$ cat config.mk
export PLATFORM = sky130hd
export DESIGN_NAME = range_frame_sequencer_flat
export DESIGN_NICKNAME = d
export VERILOG_FILES = /design/src/rtl/range_seq_pkg.sv /design/src/rtl/range_frame_sequencer_if.sv /design/src/rtl/range_seq_buffer.sv /design/src/rtl/range_frame_sequencer.sv /design/src/flat_wrapper.sv
export SDC_FILE = /design/constraint.sdc
export NUM_CORES = 1
export LEC_CHECK = 0
export CAP_MARGIN = 15
export CORE_ASPECT_RATIO = 1.5
export CORE_UTILIZATION = 45
export DETAILED_ROUTE_END_ITERATION = 7
export PLACE_DENSITY = 0.71
export SYNTH_ARGS = -nofsm -noshare
export SYNTH_HDL_FRONTEND = slang
export SYNTH_SLANG_ARGS = --single-unit
$ cat constraint.sdc
create_clock -name clock -period 3.9 [get_ports clock]
set_input_delay 0.39 -clock clock [delete_from_list [all_inputs] [get_ports clock]]
set_output_delay 0.39 -clock clock [all_outputs]
set_load 0.01 [all_outputs]
$ cat src/rtl/range_seq_pkg.sv
// -----------------------------------------------------------------------------
// range_seq_pkg
// Shared definitions for the range frame sequencer: default sample width and
// frame depth, plus the sequencer state encoding.
// -----------------------------------------------------------------------------
package range_seq_pkg;

    localparam int RANGE_SEQ_WIDTH = 8;
    localparam int RANGE_SEQ_DEPTH = 16;

    // FILL : collecting a frame      FIRST/MID/LAST : replaying it
    // GAP  : idle cycle after finish DROP : discarding an oversized frame
    typedef enum logic [2:0] {
        FILL  = 3'd0,
        FIRST = 3'd1,
        MID   = 3'd2,
        LAST  = 3'd3,
        GAP   = 3'd4,
        DROP  = 3'd5
    } seq_state_e;

endpackage : range_seq_pkg

$ cat src/rtl/range_frame_sequencer_if.sv
// -----------------------------------------------------------------------------
// range_frame_sequencer_if
// Valid/ready sample stream with end-of-frame flag feeding the sequencer.
//   in_data  : sample            (master -> slave)
//   in_valid : in_data valid     (master -> slave)
//   in_last  : last of frame     (master -> slave, qualified by in_valid)
//   in_ready : slave accepts     (slave  -> master)
// -----------------------------------------------------------------------------
interface range_frame_sequencer_if
    import range_seq_pkg::*;
#(
    parameter int WIDTH = RANGE_SEQ_WIDTH
);
    logic [WIDTH-1:0] in_data;
    logic             in_valid;
    logic             in_last;
    logic             in_ready;

    modport master (output in_data, output in_valid, output in_last, input in_ready);
    modport slave  (input in_data, input in_valid, input in_last, output in_ready);

endinterface : range_frame_sequencer_if

$ cat src/rtl/range_seq_buffer.sv
// -----------------------------------------------------------------------------
// range_seq_buffer
// DEPTH x WIDTH frame storage. Synchronous write, asynchronous read, no reset
// (contents are don't-care until written).
//   clock     : write clock
//   wr_en_i   : write strobe
//   wr_addr_i : write address
//   wr_data_i : write data
//   rd_addr_i : read address
//   rd_data_o : read data (combinational)
// -----------------------------------------------------------------------------
module range_seq_buffer
    import range_seq_pkg::*;
#(
    parameter int WIDTH  = RANGE_SEQ_WIDTH,
    parameter int DEPTH  = RANGE_SEQ_DEPTH,
    parameter int ADDR_W = $clog2(DEPTH)
) (
    input  logic              clock,
    input  logic              wr_en_i,
    input  logic [ADDR_W-1:0] wr_addr_i,
    input  logic [WIDTH-1:0]  wr_data_i,
    input  logic [ADDR_W-1:0] rd_addr_i,
    output logic [WIDTH-1:0]  rd_data_o
);

    logic [WIDTH-1:0] mem_q [DEPTH];

    // Storage write port
    always_ff @(posedge clock) begin
        if (wr_en_i) begin
            mem_q[wr_addr_i] <= wr_data_i;
        end
    end

    assign rd_data_o = mem_q[rd_addr_i];

endmodule : range_seq_buffer

$ cat src/rtl/range_frame_sequencer.sv
// -----------------------------------------------------------------------------
// range_frame_sequencer
// Buffers one complete frame from a valid/ready stream, then replays it as a
// contiguous go ... finish burst for the range finder, followed by one idle
// cycle. Frames longer than DEPTH are discarded and flagged with overflow.
//
// Ports:
//   clock     : single clock, posedge
//   reset     : synchronous, active-high
//   s_if      : sample stream (slave modport: in_data/in_valid/in_last/in_ready)
//   data_out  : sample to range finder
//   go        : first sample of burst
//   finish    : last sample of burst
//   busy      : frame in progress (partial fill, burst, gap or drop)
//   overflow  : one-cycle pulse when an oversized frame starts being dropped
//   frame_len : length of the last buffered frame (only with
//               RANGE_SEQ_LEN_OUT_EN defined)
//
// Build option: RANGE_SEQ_LEN_OUT_EN adds the frame_len output.
// Outputs are decoded from registered state only; no in_* -> output path.
// -----------------------------------------------------------------------------
module range_frame_sequencer
    import range_seq_pkg::*;
#(
    parameter int WIDTH = RANGE_SEQ_WIDTH,
    parameter int DEPTH = RANGE_SEQ_DEPTH
) (
    input  logic                             clock,
    input  logic                             reset,
    range_frame_sequencer_if.slave           s_if,
    output logic [WIDTH-1:0]                 data_out,
    output logic                             go,
    output logic                             finish,
    output logic                             busy,
`ifdef RANGE_SEQ_LEN_OUT_EN
    output logic [$clog2(DEPTH+1)-1:0]       frame_len,
`endif
    output logic                             overflow
);

    localparam int AW = $clog2(DEPTH);
    localparam int PW = $clog2(DEPTH+1);

    seq_state_e    state_q, state_d;
    logic [PW-1:0] wr_ptr_q, wr_ptr_d;
    logic [AW-1:0] rd_ptr_q, rd_ptr_d;
    logic [PW-1:0] len_q, len_d;
    logic          ovf_q, ovf_d;

    logic             ready_s;
    logic             accept_s;
    logic             full_s;
    logic             wr_en_s;
    logic             load_len_s;
    logic [AW-1:0]    rd_addr_s;
    logic [WIDTH-1:0] rd_data_s;

    assign ready_s    = (state_q == FILL) || (state_q == DROP);
    assign accept_s   = s_if.in_valid && ready_s;
    assign full_s     = (wr_ptr_q == PW'(DEPTH));
    assign wr_en_s    = (state_q == FILL) && accept_s && !full_s;
    assign load_len_s = wr_en_s && s_if.in_last;
    // LAST always shows the final stored sample; for a one-sample frame that
    // repeats mem[0] so the range finder sees zero range.
    assign rd_addr_s  = (state_q == LAST) ? AW'(len_q - PW'(1)) : rd_ptr_q;
    assign s_if.in_ready = ready_s;

    range_seq_buffer #(
        .WIDTH  (WIDTH),
        .DEPTH  (DEPTH),
        .ADDR_W (AW)
    ) u_buffer (
        .clock     (clock),
        .wr_en_i   (wr_en_s),
        .wr_addr_i (wr_ptr_q[AW-1:0]),
        .wr_data_i (s_if.in_data),
        .rd_addr_i (rd_addr_s),
        .rd_data_o (rd_data_s)
    );

    // State, pointer and overflow registers
    always_ff @(posedge clock) begin
        if (reset) begin
            state_q  <= FILL;
            wr_ptr_q <= '0;
            rd_ptr_q <= '0;
            len_q    <= '0;
            ovf_q    <= 1'b0;
        end else begin
            state_q  <= state_d;
            wr_ptr_q <= wr_ptr_d;
            rd_ptr_q <= rd_ptr_d;
            len_q    <= len_d;
            ovf_q    <= ovf_d;
        end
    end

    // Next-state and pointer update logic
    always_comb begin
        state_d  = state_q;
        wr_ptr_d = wr_ptr_q;
        rd_ptr_d = rd_ptr_q;
        len_d    = len_q;
        ovf_d    = 1'b0;
        case (state_q)
            FILL: begin
                if (accept_s) begin
                    if (full_s) begin
                        // Beat beyond capacity: drop it and the rest of the frame
                        ovf_d    = 1'b1;
                        wr_ptr_d = '0;
                        if (s_if.in_last) begin
                            state_d = FILL;
                        end else begin
                            state_d = DROP;
                        end
                    end else if (s_if.in_last) begin
                        len_d    = wr_ptr_q + PW'(1);
                        wr_ptr_d = '0;
                        rd_ptr_d = '0;
                        state_d  = FIRST;
                    end else begin
                        wr_ptr_d = wr_ptr_q + PW'(1);
                    end
                end else begin
                    state_d = FILL;
                end
            end
            DROP: begin
                if (accept_s && s_if.in_last) begin
                    state_d = FILL;
                end else begin
                    state_d = DROP;
                end
            end
            FIRST: begin
                if (len_q == PW'(1)) begin
                    rd_ptr_d = '0;
                    state_d  = LAST;
                end else if (len_q == PW'(2)) begin
                    rd_ptr_d = AW'(1);
                    state_d  = LAST;
                end else begin
                    rd_ptr_d = AW'(1);
                    state_d  = MID;
                end
            end
            MID: begin
                rd_ptr_d = rd_ptr_q + AW'(1);
                // Current MID sample is the second-to-last one
                if (PW'(rd_ptr_q) == (len_q - PW'(2))) begin
                    state_d = LAST;
                end else begin
                    state_d = MID;
                end
            end
            LAST: begin
                state_d = GAP;
            end
            GAP: begin
                state_d = FILL;
            end
            default: begin
                state_d = FILL;
            end
        endcase
    end

    // Output decode from registered state
    always_comb begin
        data_out = '0;
        go       = 1'b0;
        finish   = 1'b0;
        case (state_q)
            FIRST: begin
                go       = 1'b1;
                data_out = rd_data_s;
            end
            MID: begin
                data_out = rd_data_s;
            end
            LAST: begin
                finish   = 1'b1;
                data_out = rd_data_s;
            end
            default: begin
                data_out = '0;
            end
        endcase
    end

    assign busy     = (state_q != FILL) || (wr_ptr_q != '0);
    assign overflow = ovf_q;

`ifdef RANGE_SEQ_LEN_OUT_EN
    logic [PW-1:0] frame_len_q;

    // Length of the most recently completed frame
    always_ff @(posedge clock) begin
        if (reset) begin
            frame_len_q <= '0;
        end else if (load_len_s) begin
            frame_len_q <= wr_ptr_q + PW'(1);
        end else begin
            frame_len_q <= frame_len_q;
        end
    end

    assign frame_len = frame_len_q;
`else
    logic unused_load_len_s;
    assign unused_load_len_s = load_len_s;
`endif

endmodule : range_frame_sequencer

$ cat src/flat_wrapper.sv
// flat-port wrapper written by rule: the top's interface ports become plain ports
module range_frame_sequencer_flat import range_seq_pkg::*;
#(
    parameter int WIDTH = RANGE_SEQ_WIDTH,
    parameter int DEPTH = RANGE_SEQ_DEPTH
)
  (clock, reset, data_out, go, finish, busy, overflow, s_if_in_data, s_if_in_valid, s_if_in_last, s_if_in_ready);
  range_frame_sequencer_if #(.WIDTH(WIDTH)) s_if_i ();
  input  logic clock;
  input  logic reset;
  output logic [WIDTH-1:0] data_out;
  output logic go;
  output logic finish;
  output logic busy;
  output logic overflow;
  input wire logic [$bits(s_if_i.in_data)-1:0] s_if_in_data;
  input wire logic [$bits(s_if_i.in_valid)-1:0] s_if_in_valid;
  input wire logic [$bits(s_if_i.in_last)-1:0] s_if_in_last;
  output wire logic [$bits(s_if_i.in_ready)-1:0] s_if_in_ready;
  assign s_if_i.in_data = s_if_in_data;
  assign s_if_i.in_valid = s_if_in_valid;
  assign s_if_i.in_last = s_if_in_last;
  assign s_if_in_ready = s_if_i.in_ready;
  range_frame_sequencer #(.WIDTH(WIDTH), .DEPTH(DEPTH)) u_core (.clock(clock), .reset(reset), .s_if(s_if_i), .data_out(data_out), .go(go), .finish(finish), .busy(busy), .overflow(overflow));
endmodule
==> run metrics <==
Die H 149 um; drc violations 0; Sequential Power Share 0.467; initial core utilization 0.464; largest area contributor in the netlist edfxtp_1; die area 0.0150 mm2; port bufs 24; max-cap violations 0; GP Congestion 0.848; Setup crit end kind output port; hold crit path type reg2reg; ys async rst share 0; syn_nets 499; global-route wire length before repair 23.1 mm; Area Growth Syn to Fin 18.1%; Clk pwr share 0.435; Max Clock Skew 6.34 ps; crit-path cells inv_1, ha_1, and4bb_4, a21o_4, buf_12, mux2_2, a221oi_1, a32oi_1, clkdlybuf4s50_1; CTS buffer count 17; status complete, no violations; Required @ worst endpoint 3510 ps; Clock Sinks 146; final slew viol count 0; detailed-route wire length 15.1 mm; hold_buf cts 0; vias in the first global route 4189; Max Freq 264 MHz; #FFs+latches synth 146; most common cell after layout, fill and taps aside edfxtp_1; worst slew pin tran 727 ps; diodes inserted 0; Yosys Warn Count 0; Cells after Synth 477; Final period util 0.972; initial antenna violation count 0; leak pwr 0.00259 uW; total track usage 0.211; DR WL/cell 20.9 um; CTS Buffer Depth 2; Die Span X 100 um; Arr. time, crit path 3400 ps; ys flop type edfxtp_1; final hold slack 530 ps; CTS tree built; Post-synth EDFFs 128; DR iter-0 viols 375; GRT overflow 0; Pint 2880 uW; Vias 4223; NetSw 833 uW; final setup fails 0; commonest non-fill, non-tap cells in the layout edfxtp_1, mux2i_1, nor2_1, nand2_1, a211oi_1; DRT antenna net count 0; root buffer cell clkbuf_16; Avg Inst Size Synth 13.7 um2; Buffers & Inverters on Critical Path 3; Comb power frac 0.097; VDD IR-drop max 0.296 mV; Vias per Instance 5.86; ports placed on the boundary 25; Pwr Density 482 mW/mm2; Worst Path Max Fanout 14; post-synth top area share 0.589; TritonRoute pass-1 iters 5; Inst Count DP 678; Final Critical Period 3790 ps; Rel. slew slack 0.514; Yosys cell types 52; core area 0.0141 mm2; Cell Rows 53; CP delay by family, top buffers and inverters; H-tree levels 4; main area contributors after synthesis edfxtp_1, dfxtp_1, mux2i_1, a211oi_1, mux2_2; Post-Layout Cell Count 721; Seq/Total Area, Yosys 0.645; crit path launch type flip-flop; nets 538; switching share of power 0.224; clock slew at reported path FFs 60 ps; post-DP HPWL 10.1 mm; Setup CP Type reg2out; fill count 1175; Critical Path Max Stage Delay 520 ps; largest net degree at the start of global routing 29; CP max-delay cell clkdlybuf4s50_1; Mapped Area 0.00652 mm2; clk_lat worst skew 420 ps; layout cells sized above 1 0.157; Final Hold Viols 0
## sequential cells by signal (all words and copies together) (netlist names)
| signal | count |
|---|---|
| u_core.rd_ptr_q | 4 |
| u_core.len_q | 5 |
| u_core.state_q | 3 |
| u_core.overflow | 1 |
| u_core.wr_ptr_q | 5 |
| u_core.u_buffer.mem_q | 128 |
## per-stage QoR
stage / setup slack [ps] / setup TNS [ps] / power, uW / utilization / cell area (um2)
2_1_floorplan: 1220 / 0 / 1960 / - / 6520
3_3_place_gp: 441 / 0 / 2090 / 0.496 / 6970
3_5_place_dp: 288 / 0 / 2100 / 0.496 / 6970
4_1_cts: 21.2 / 0 / 3700 / 0.539 / 7580
5_1_grt: -10.8 / -10.8 / 3810 / 0.548 / 7700
6_report: 109 / 0 / 3710 / 0.548 / 7700
## what timing repair did
item	4_1_cts	5_1_grt
resized for setup	6	3
buffers inserted	0	10
setup endpoints to repair	7	8
pin swaps	1	2
gates cloned	0	1
## worst register-to-register path: cells and delay by family (launching register included)
family | cells | cell delay [ps]
DFF | 1 | 400
and+or+nand+nor | 3 | 1600
## power by group through the flow
stage	Clock [uW]	Sequential, uW	Combinational (uW)
after floorplan	0	1760	206
after global placement	0	1770	327
after detailed placement	0	1770	336
after CTS	1620	1730	340
after global routing	1690	1740	386
final	1620	1740	361
## Yosys cell counts, drive strengths merged (3+ instances only)
library cell and n:
edfxtp 128, mux2i 33, nor2 30, nand2 26, a211oi 25, a21oi 23, buf 19, dfxtp 18
inv 17, mux2 15, and2 13, a32oi 10, ha 10, a221oi 8, xor2 8, a211o 7
a221o 7, clkbuf 7, nor3 7, o21ai 7, o22a 7, nand3 6, nand3b 6, and3 5
a21o 3, and4bb 3, nand2b 3, nor3b 3, xnor2 3
## worst paths after layout
kind | from | to | slack, ps | depth (start not counted)
worst max-delay path | u_core.len_q[1]$_SDFFE_PP0P_ | data_out[4] | 110 | 9
worst min-delay path | u_core.len_q[4]$_SDFFE_PP0P_ | u_core.len_q[4]$_SDFFE_PP0P_ | 530 | 2
worst max register to register | u_core.state_q[2]$_SDFFE_PP0P_ | u_core.u_buffer.mem_q[8][7]$_DFFE_PP_ | 1540 | 3
worst min register to register | u_core.len_q[4]$_SDFFE_PP0P_ | u_core.len_q[4]$_SDFFE_PP0P_ | 530 | 2
## layer usage
layer	global-route usage	vias to the layer above	wire length [um]
li1	-	1926	-
met1	0.246	2118	6020
met2	0.373	150	7990
met3	0.0472	29	712
met4	0.0848	0	350
met5	0	-	0
## area by class of cell
type                    count  area, um2  share of cell area
repair buffers             46        448              0.0582
clock inverters            14        163              0.0211
well taps                 192        240              0.0312
clock buffers              18        429              0.0557
multi-input cells         287       2150               0.279
flip-flops and latches    146       4210               0.546
inverters                  18       67.6             0.00877
## cell families (layout without fill, tap and decap cells)
logic type | Yosys count | in the layout | synth area share
AND/OR/NAND/NOR | 110 | 110 | 0.0898
adder cells (fa/ha/maj) | 10 | 10 | 0.0192
flip-flops | 146 | 146 | 0.645
XOR/XNOR | 11 | 11 | 0.0148
buffers and inverters | 44 | 96 | 0.0295
multiplexers | 48 | 48 | 0.0766
AO/OA/AOI/OAI | 108 | 108 | 0.125
No activity file was read; power rests on OpenSTA's default activity.
